**src/rtl/lsu_arb_pkg.sv**
```systemverilog
// lsu_arb_pkg
// Shared definitions for the two-port LSU arbiter:
//   - memory map region bounds (DMEM, OUT, IN) on the low 12 address bits
//   - byte_num codes for byte, half and word accesses
//   - request/response record types
//   - is_legal(): byte code, alignment and memory map check of one request
package lsu_arb_pkg;

    localparam int LSU_ADDR_W = 32;
    localparam int LSU_DATA_W = 32;

    localparam logic [11:0] DMEM_BASE  = 12'h000;
    localparam logic [11:0] DMEM_LIMIT = 12'h7FF;
    localparam logic [11:0] OUT_BASE   = 12'h800;
    localparam logic [11:0] OUT_LIMIT  = 12'h8AF;
    localparam logic [11:0] IN_BASE    = 12'h900;
    localparam logic [11:0] IN_LIMIT   = 12'h91F;

    localparam logic [3:0] BN_BYTE = 4'b0001;
    localparam logic [3:0] BN_HALF = 4'b0011;
    localparam logic [3:0] BN_WORD = 4'b1111;

    typedef struct packed {
        logic                  we;
        logic [3:0]            byte_num;
        logic [LSU_ADDR_W-1:0] addr;
        logic [LSU_DATA_W-1:0] wdata;
    } lsu_req_t;

    typedef struct packed {
        logic                  id;
        logic                  err;
        logic [LSU_DATA_W-1:0] rdata;
    } lsu_rsp_t;

    function automatic logic in_range(input logic [11:0] off,
                                      input logic [11:0] base,
                                      input logic [11:0] limit);
        return (off >= base) && (off <= limit);
    endfunction

    function automatic logic is_legal(input lsu_req_t req);
        logic [11:0] off;
        logic        bn_ok;
        logic        align_ok;
        logic        high_ok;
        logic        region_ok;
        off   = req.addr[11:0];
        bn_ok = (req.byte_num == BN_BYTE) || (req.byte_num == BN_HALF) ||
                (req.byte_num == BN_WORD);
        case (req.byte_num)
            BN_HALF: align_ok = ~req.addr[0];
            BN_WORD: align_ok = (req.addr[1:0] == 2'b00);
            default: align_ok = 1'b1;
        endcase
        high_ok   = (req.addr[LSU_ADDR_W-1:12] == '0);
        // The IN window is read-only: a store there is rejected.
        region_ok = in_range(off, DMEM_BASE, DMEM_LIMIT) ||
                    in_range(off, OUT_BASE, OUT_LIMIT) ||
                    (in_range(off, IN_BASE, IN_LIMIT) && !req.we);
        return bn_ok && align_ok && high_ok && region_ok;
    endfunction

endpackage

```
**src/rtl/lsu_arb_rr_arb2.sv**
```systemverilog
// rr_arb2
// Two-way round-robin arbiter with grant lock.
//   valid      : per-port request valid
//   lock       : per-port request to keep the grant
//   rr_ptr     : port favoured when both are valid
//   last_grant : port granted most recently
//   grant      : one-hot grant, or zero when nothing is valid
//   hold       : grant came from the lock path (pointer must not move)
module rr_arb2 (
    input  logic [1:0] valid,
    input  logic [1:0] lock,
    input  logic       rr_ptr,
    input  logic       last_grant,
    output logic [1:0] grant,
    output logic       hold
);

    always_comb begin
        grant = 2'b00;
        hold  = 1'b0;
        if (valid[last_grant] && lock[last_grant]) begin
            grant[last_grant] = 1'b1;
            hold              = 1'b1;
        end else begin
            case (valid)
                2'b01:   grant = 2'b01;
                2'b10:   grant = 2'b10;
                2'b11:   grant[rr_ptr] = 1'b1;
                default: grant = 2'b00;
            endcase
        end
    end

endmodule

```
**src/rtl/lsu_arb.sv**
```systemverilog
// lsu_arb
// Arbiter and sequencer between two requesters (port 0 core, port 1 debug
// loader) and a single LSU port. One request is accepted per cycle, checked
// for legality, issued to the LSU from a registered issue stage and answered
// with a tagged one-cycle response two edges after acceptance.
//   clk_i, rst_ni        : clock, asynchronous active-low reset
//   req_*_i / req_ready_o: per-port request channel
//   rsp_*_o              : response (valid, id, err, rdata), never stalled
//   lsu_*_o              : LSU access driven from the issue register
//   lsu_ld_data_i        : LSU load data, combinational from the LSU
//
// Handshake: a request on port i transfers at a rising edge where
// req_valid_i[i] and req_ready_o[i] are both high. req_ready_o is a one-hot
// grant that depends on the current valid/lock inputs and is only raised for
// a valid port, so at most one transfer happens per edge. A requester keeps
// its request stable until it sees ready. Responses have no ready: rsp_valid_o
// is high for exactly one cycle per accepted request, in acceptance order.
module lsu_arb
    import lsu_arb_pkg::*;
#(
    parameter int ADDR_W = LSU_ADDR_W,
    parameter int DATA_W = LSU_DATA_W
) (
    input  logic                   clk_i,
    input  logic                   rst_ni,
    input  logic [1:0]             req_valid_i,
    output logic [1:0]             req_ready_o,
    input  logic [1:0]             req_we_i,
    input  logic [1:0]             req_lock_i,
    input  logic [1:0][3:0]        req_byte_num_i,
    input  logic [1:0][ADDR_W-1:0] req_addr_i,
    input  logic [1:0][DATA_W-1:0] req_wdata_i,
    output logic                   rsp_valid_o,
    output logic                   rsp_id_o,
    output logic                   rsp_err_o,
    output logic [DATA_W-1:0]      rsp_rdata_o,
    output logic                   lsu_sten_o,
    output logic [3:0]             lsu_byte_num_o,
    output logic [ADDR_W-1:0]      lsu_addr_o,
    output logic [DATA_W-1:0]      lsu_st_data_o,
    input  logic [DATA_W-1:0]      lsu_ld_data_i
);

    // Arbitration state
    logic       rr_ptr_q;
    logic       last_grant_q;
    logic [1:0] grant;
    logic       hold;
    logic       sel;
    logic       accept;
    lsu_req_t   acc_req;

    // Issue stage
    logic       iss_valid_q;
    logic       iss_id_q;
    logic       iss_legal_q;
    lsu_req_t   iss_req_q;

    // Response stage
    logic       rsp_valid_q;
    lsu_rsp_t   rsp_q;

    rr_arb2 u_rr_arb2 (
        .valid      (req_valid_i),
        .lock       (req_lock_i),
        .rr_ptr     (rr_ptr_q),
        .last_grant (last_grant_q),
        .grant      (grant),
        .hold       (hold)
    );

    // No request may be taken while reset is held.
    assign req_ready_o = rst_ni ? grant : 2'b00;
    assign sel         = grant[1];
    assign accept      = |req_ready_o;

    always_comb begin
        acc_req.we       = req_we_i[sel];
        acc_req.byte_num = req_byte_num_i[sel];
        acc_req.addr     = req_addr_i[sel];
        acc_req.wdata    = req_wdata_i[sel];
    end

    // The pointer only moves when a real contention was resolved by it;
    // lock-held grants and single-requester grants leave it alone.
    always_ff @(posedge clk_i or negedge rst_ni) begin
        if (!rst_ni) begin
            rr_ptr_q     <= 1'b0;
            last_grant_q <= 1'b0;
        end else if (accept) begin
            last_grant_q <= sel;
            if (!hold && (req_valid_i == 2'b11)) begin
                rr_ptr_q <= ~sel;
            end
        end
    end

    always_ff @(posedge clk_i or negedge rst_ni) begin
        if (!rst_ni) begin
            iss_valid_q <= 1'b0;
            iss_id_q    <= 1'b0;
            iss_legal_q <= 1'b0;
            iss_req_q   <= '0;
        end else begin
            iss_valid_q <= accept;
            // Address/data registers only load on accept so they hold their
            // last values while the stage is idle.
            if (accept) begin
                iss_id_q    <= sel;
                iss_legal_q <= is_legal(acc_req);
                iss_req_q   <= acc_req;
            end
        end
    end

    assign lsu_sten_o     = iss_valid_q & iss_req_q.we & iss_legal_q;
    assign lsu_byte_num_o = iss_req_q.byte_num;
    assign lsu_addr_o     = iss_req_q.addr;
    assign lsu_st_data_o  = iss_req_q.wdata;

    always_ff @(posedge clk_i or negedge rst_ni) begin
        if (!rst_ni) begin
            rsp_valid_q <= 1'b0;
            rsp_q       <= '0;
        end else begin
            rsp_valid_q <= iss_valid_q;
            if (iss_valid_q) begin
                rsp_q.id    <= iss_id_q;
                rsp_q.err   <= ~iss_legal_q;
                rsp_q.rdata <= (iss_legal_q && !iss_req_q.we) ? lsu_ld_data_i : '0;
            end
        end
    end

    assign rsp_valid_o = rsp_valid_q;
    assign rsp_id_o    = rsp_q.id;
    assign rsp_err_o   = rsp_q.err;
    assign rsp_rdata_o = rsp_q.rdata;

endmodule
```
**config.mk**
```make
export PLATFORM = sky130hd
export DESIGN_NAME = lsu_arb
export DESIGN_NICKNAME = d
export VERILOG_FILES = /design/src/rtl/lsu_arb_pkg.sv /design/src/rtl/lsu_arb_rr_arb2.sv /design/src/rtl/lsu_arb.sv
export SDC_FILE = /design/constraint.sdc
export NUM_CORES = 1
export LEC_CHECK = 0
export CAP_MARGIN = 20
export CELL_PAD_IN_SITES_DETAIL_PLACEMENT = 1
export CELL_PAD_IN_SITES_GLOBAL_PLACEMENT = 1
export CORE_MARGIN = 2
export CORE_UTILIZATION = 26
export DETAILED_ROUTE_END_ITERATION = 7
export PLACE_DENSITY_LB_ADDON = 0.1
export SLEW_MARGIN = 20
export SYNTH_ARGS = -nofsm -noshare
export SYNTH_HDL_FRONTEND = slang
export SYNTH_HIERARCHICAL = 1
export SYNTH_SLANG_ARGS = --single-unit
```
**constraint.sdc**
```tcl
create_clock -name clk_i -period 1.8 [get_ports clk_i]
set_input_delay 0.27 -clock clk_i [delete_from_list [all_inputs] [get_ports clk_i]]
set_output_delay 0.27 -clock clk_i [all_outputs]
set_load 0.05 [all_outputs]
```
==> key figures <==
STA
  • Hold Slack: ~480 ps
  • Fin crit period: approximately 2100 ps
  • Hold Fails Final Rpt: 0
  • Clock skew: 12.3 ps
  • Final worst slack: -278 ps
  • RSZ-0062 raised after global routing: yes
  • Worst-Margin Slew: between 800 and 900 ps
  • Max-slew headroom: about two fifths
  • Final setup vio count: 73
  • Crit share post-route: 115%
  • Final Max Tran Viols: 0
  • Max frequency: 481 MHz

Drt
  • Initial DRC Count: 109
  • Via count: 4,942
  • Drt wl/cell: roughly 18 um
  • Vias/cell: between 4 and 5
  • # DRC: 0
  • Post-route ant nets: 0
  • First-pass iteration count of the detailed router: 4
  • WL final: around 20,000 um

CTS
  • Worst-skew pair later-pin latency: between 300 and 400 ps
  • CTS tree: built
  • Total CTS buffers: 9
  • Max clock buf depth: 2
  • Clk root buf: clkbuf_16
  • # clock sinks: 108
  • H-tree lvl count: 3
  • Clock-pin slew on the worst setup and hold paths: around 80 ps

Global routing
  • First-pass GRT wire length: between 30,000 and 40,000 um
  • Vias in the first global route: ~5,400
  • Total GRT Usage: approximately 18%
  • GR Overflow Total: 0
  • Initial antenna violation count: 0
  • Largest net degree at the start of global routing: 66

Critical path
  • Register-to-register setup slack: -280 ps
  • Reg-to-Reg Start: rr_ptr_q
  • RR Endpoint: iss_legal_q
  • Crit-path max cell delay: between 300 and 400 ps
  • Crit path cell chain: buf_6 -> nand2b_4 -> a31oi_4 -> buf_12 -> mux2i_4 -> buf_4 -> nor2_2 -> o41ai_2 -> buf_4 -> a32o_1
  • CP max FO: 5
  • CP most frequent cell: buf_4
  • Critical Path Source: rr_ptr_q
  • Critical path startpoint category: flip-flop
  • CP required: 2080 ps
  • Register-to-Register Path Depth: 10
  • WP depth: 10
  • CP max-delay cell: dfrtp_1
  • CP Capture Type: flip-flop
  • CP bufs+invs: 4
  • Worst Setup EP: iss_legal_q
  • CP arrival: around 2400 ps
  • Worst path top cell family by delay: compound AO/OA/AOI/OAI gates
  • WS Path Type: flip-flop to flip-flop

Logic synthesis
  • Synth warnings: 6
  • Largest cells by area after synthesis: dfrtp_1 49%, mux2i_1 13%, buf_4 10%, o21ai_0 8.8%, nand2_1 7.0%
  • Yosys cell types: 34
  • Mapped Cells: about 570
  • Seq/Total Area, Yosys: approximately half
  • Mapped Area: 5460 um^2
  • Syn nets: 750
  • Synth top area share: slightly below 50%
  • Async S/R FF share, synth: 100%
  • Number of synthesized flops with an enable pin: 0
  • Largest area contributor in the netlist: dfrtp_1
  • Average cell area after synthesis: ~9.5 um^2
  • Most used DFF post-synth: dfrtp_1
  • #FFs+latches synth: roughly 110

Placed design
  • Placed Cells: approximately 1,100
  • Dpl ws: -867 ps
  • HPWL after DPL: approximately 14,000 um
  • Gpl congestion: 0.808
  • Port bufs: between 200 and 300

Layout
  • FILL cells: around 2,300
  • Share of layout cells above drive strength 1: 24.2%
  • Register area: 2700 um^2
  • Synthesis-to-finish area growth: 72.9%
  • Commonest non-fill, non-tap cell in the layout: clkdlybuf4s50_1
  • Fin cells: roughly 1,100
  • Most frequent cells in the layout: 174 x clkdlybuf4s50_1, 108 x dfrtp_1, 69 x buf_4
  • Post-layout util: a little under half
  • Nets: between 1,000 and 1,500
  • Inserted Diodes: 0
  • Footprint of the multi-input gates: 2270 um^2

Run status
  • Violated checks: setup timing
  • Status: finished with violations

Power and ir drop
  • PD cells: 1070 nW/um^2
  • Worst IR Drop VDD: 476 uV
  • Lkg Pwr: ~4.6 nW

Floorplanning
  • FP Rows: 53
  • I/O Pins: roughly 280
  • Die Span Y: between 100 and 150 um
  • Full die area: 22,200 um^2
  • Core Area: 20,800 um^2
  • Initial core utilization: a little over a quarter
  • Width of the die: 149 um

Run
  • Max Cap Viol: 0

Min path
  • Hold Path Class: primary input to flip-flop
[kinds of logic after synthesis]
logic type,count (synthesis),share of synthesized area [%]
compound gates,121,11.8
buf+inv,135,14.7
flops,108,49.5
mux,71,13.1
simple gates,139,10.9
[what timing repair did]
item / CTS / global route
hold endpoints to repair: 12 / 0
buffers inserted: 19 / 4
gates cloned: 9 / 3
hold buffers: 1 / 0
pin swaps: 21 / 18
endpoints found under the setup margin: 103 / 102
gates resized for setup: 142 / 93
[area by class of cell]
class | instances | share of cell area (%)
clock buffer | 13 | 2.86
sequential | 108 | 28.6
clock inverter | 3 | 0.464
timing repair buffer | 347 | 38.9
tap | 275 | 3.64
multi-input combinational | 332 | 24.0
inverter | 36 | 1.47
[layer usage]
metal / track usage [%] / up-vias / share of wire, %
met3: 4.56 / 15 / 6.9
met4: 4.95 / 0 / 1.3
met5: 0 / - / 0
met1: 22.0 / 2375 / 43
met2: 30.4 / 170 / 49
li1: - / 2382 / -
[worst min-delay path by stage]
stage | slack [ps] | end | start | cells past startpoint
5_1_grt | 490 | rsp_rdata_o[21] | lsu_ld_data_i[21] | 3
6_report | 480 | rsp_rdata_o[23] | lsu_ld_data_i[23] | 3
4_1_cts | 470 | rsp_rdata_o[4] | lsu_ld_data_i[4] | 3
2_1_floorplan | -30 | iss_id_q | rst_ni | 0
3_3_place_gp | 260 | lsu_addr_o[28] | rst_ni | 2
3_5_place_dp | 280 | lsu_addr_o[28] | rst_ni | 2
[registers in the layout, indices dropped and copies added, names as in the netlist, 4 cells and up]
name            cells
lsu_addr_o         32
lsu_byte_num_o      4
lsu_st_data_o      32
rsp_rdata_o        32
[worst register-to-register path: cells and delay by family (launching register included)]
kind	cells	cell delay, ps
mux	1	260
compound gates	3	660
buf+inv	4	580
flops	1	390
simple gates	2	120
[report_power, final]
group / total (mW) / internal, mW / leakage (nW) / switching, mW
clock network: 2.11 / 1.20 / 0.156 / 0.914
logic: 4.81 / 1.90 / 3.07 / 2.92
registers: 3.22 / 2.90 / 1.37 / 0.326
[cells in the mapped netlist, types with 2 or more instances]
library cell and instances:
a211oi_1 4, a21oi_1 7, and4b_1 2, buf_2 11
buf_4 75, clkbuf_1 13, dfrtp_1 108, inv_1 36
mux2_2 2, mux2i_1 69, nand2_1 102, nand3_1 2
nand4_1 2, nor2_1 13, nor3_1 4, nor4_1 5
nor4b_1 2, o211ai_1 3, o21ai_0 96, o21ai_1 4
[metrics by stage]
step	area [um^2]	setup TNS [ps]	total power [mW]
2_1_floorplan	5470	0	6.25
4_1_cts	9090	-12260	10.1
5_1_grt	9440	-21150	10.7
3_3_place_gp	8220	-41350	7.35
6_report	9440	-13820	10.1
3_5_place_dp	8220	-48730	7.42
(Power assumes the default switching activity.)
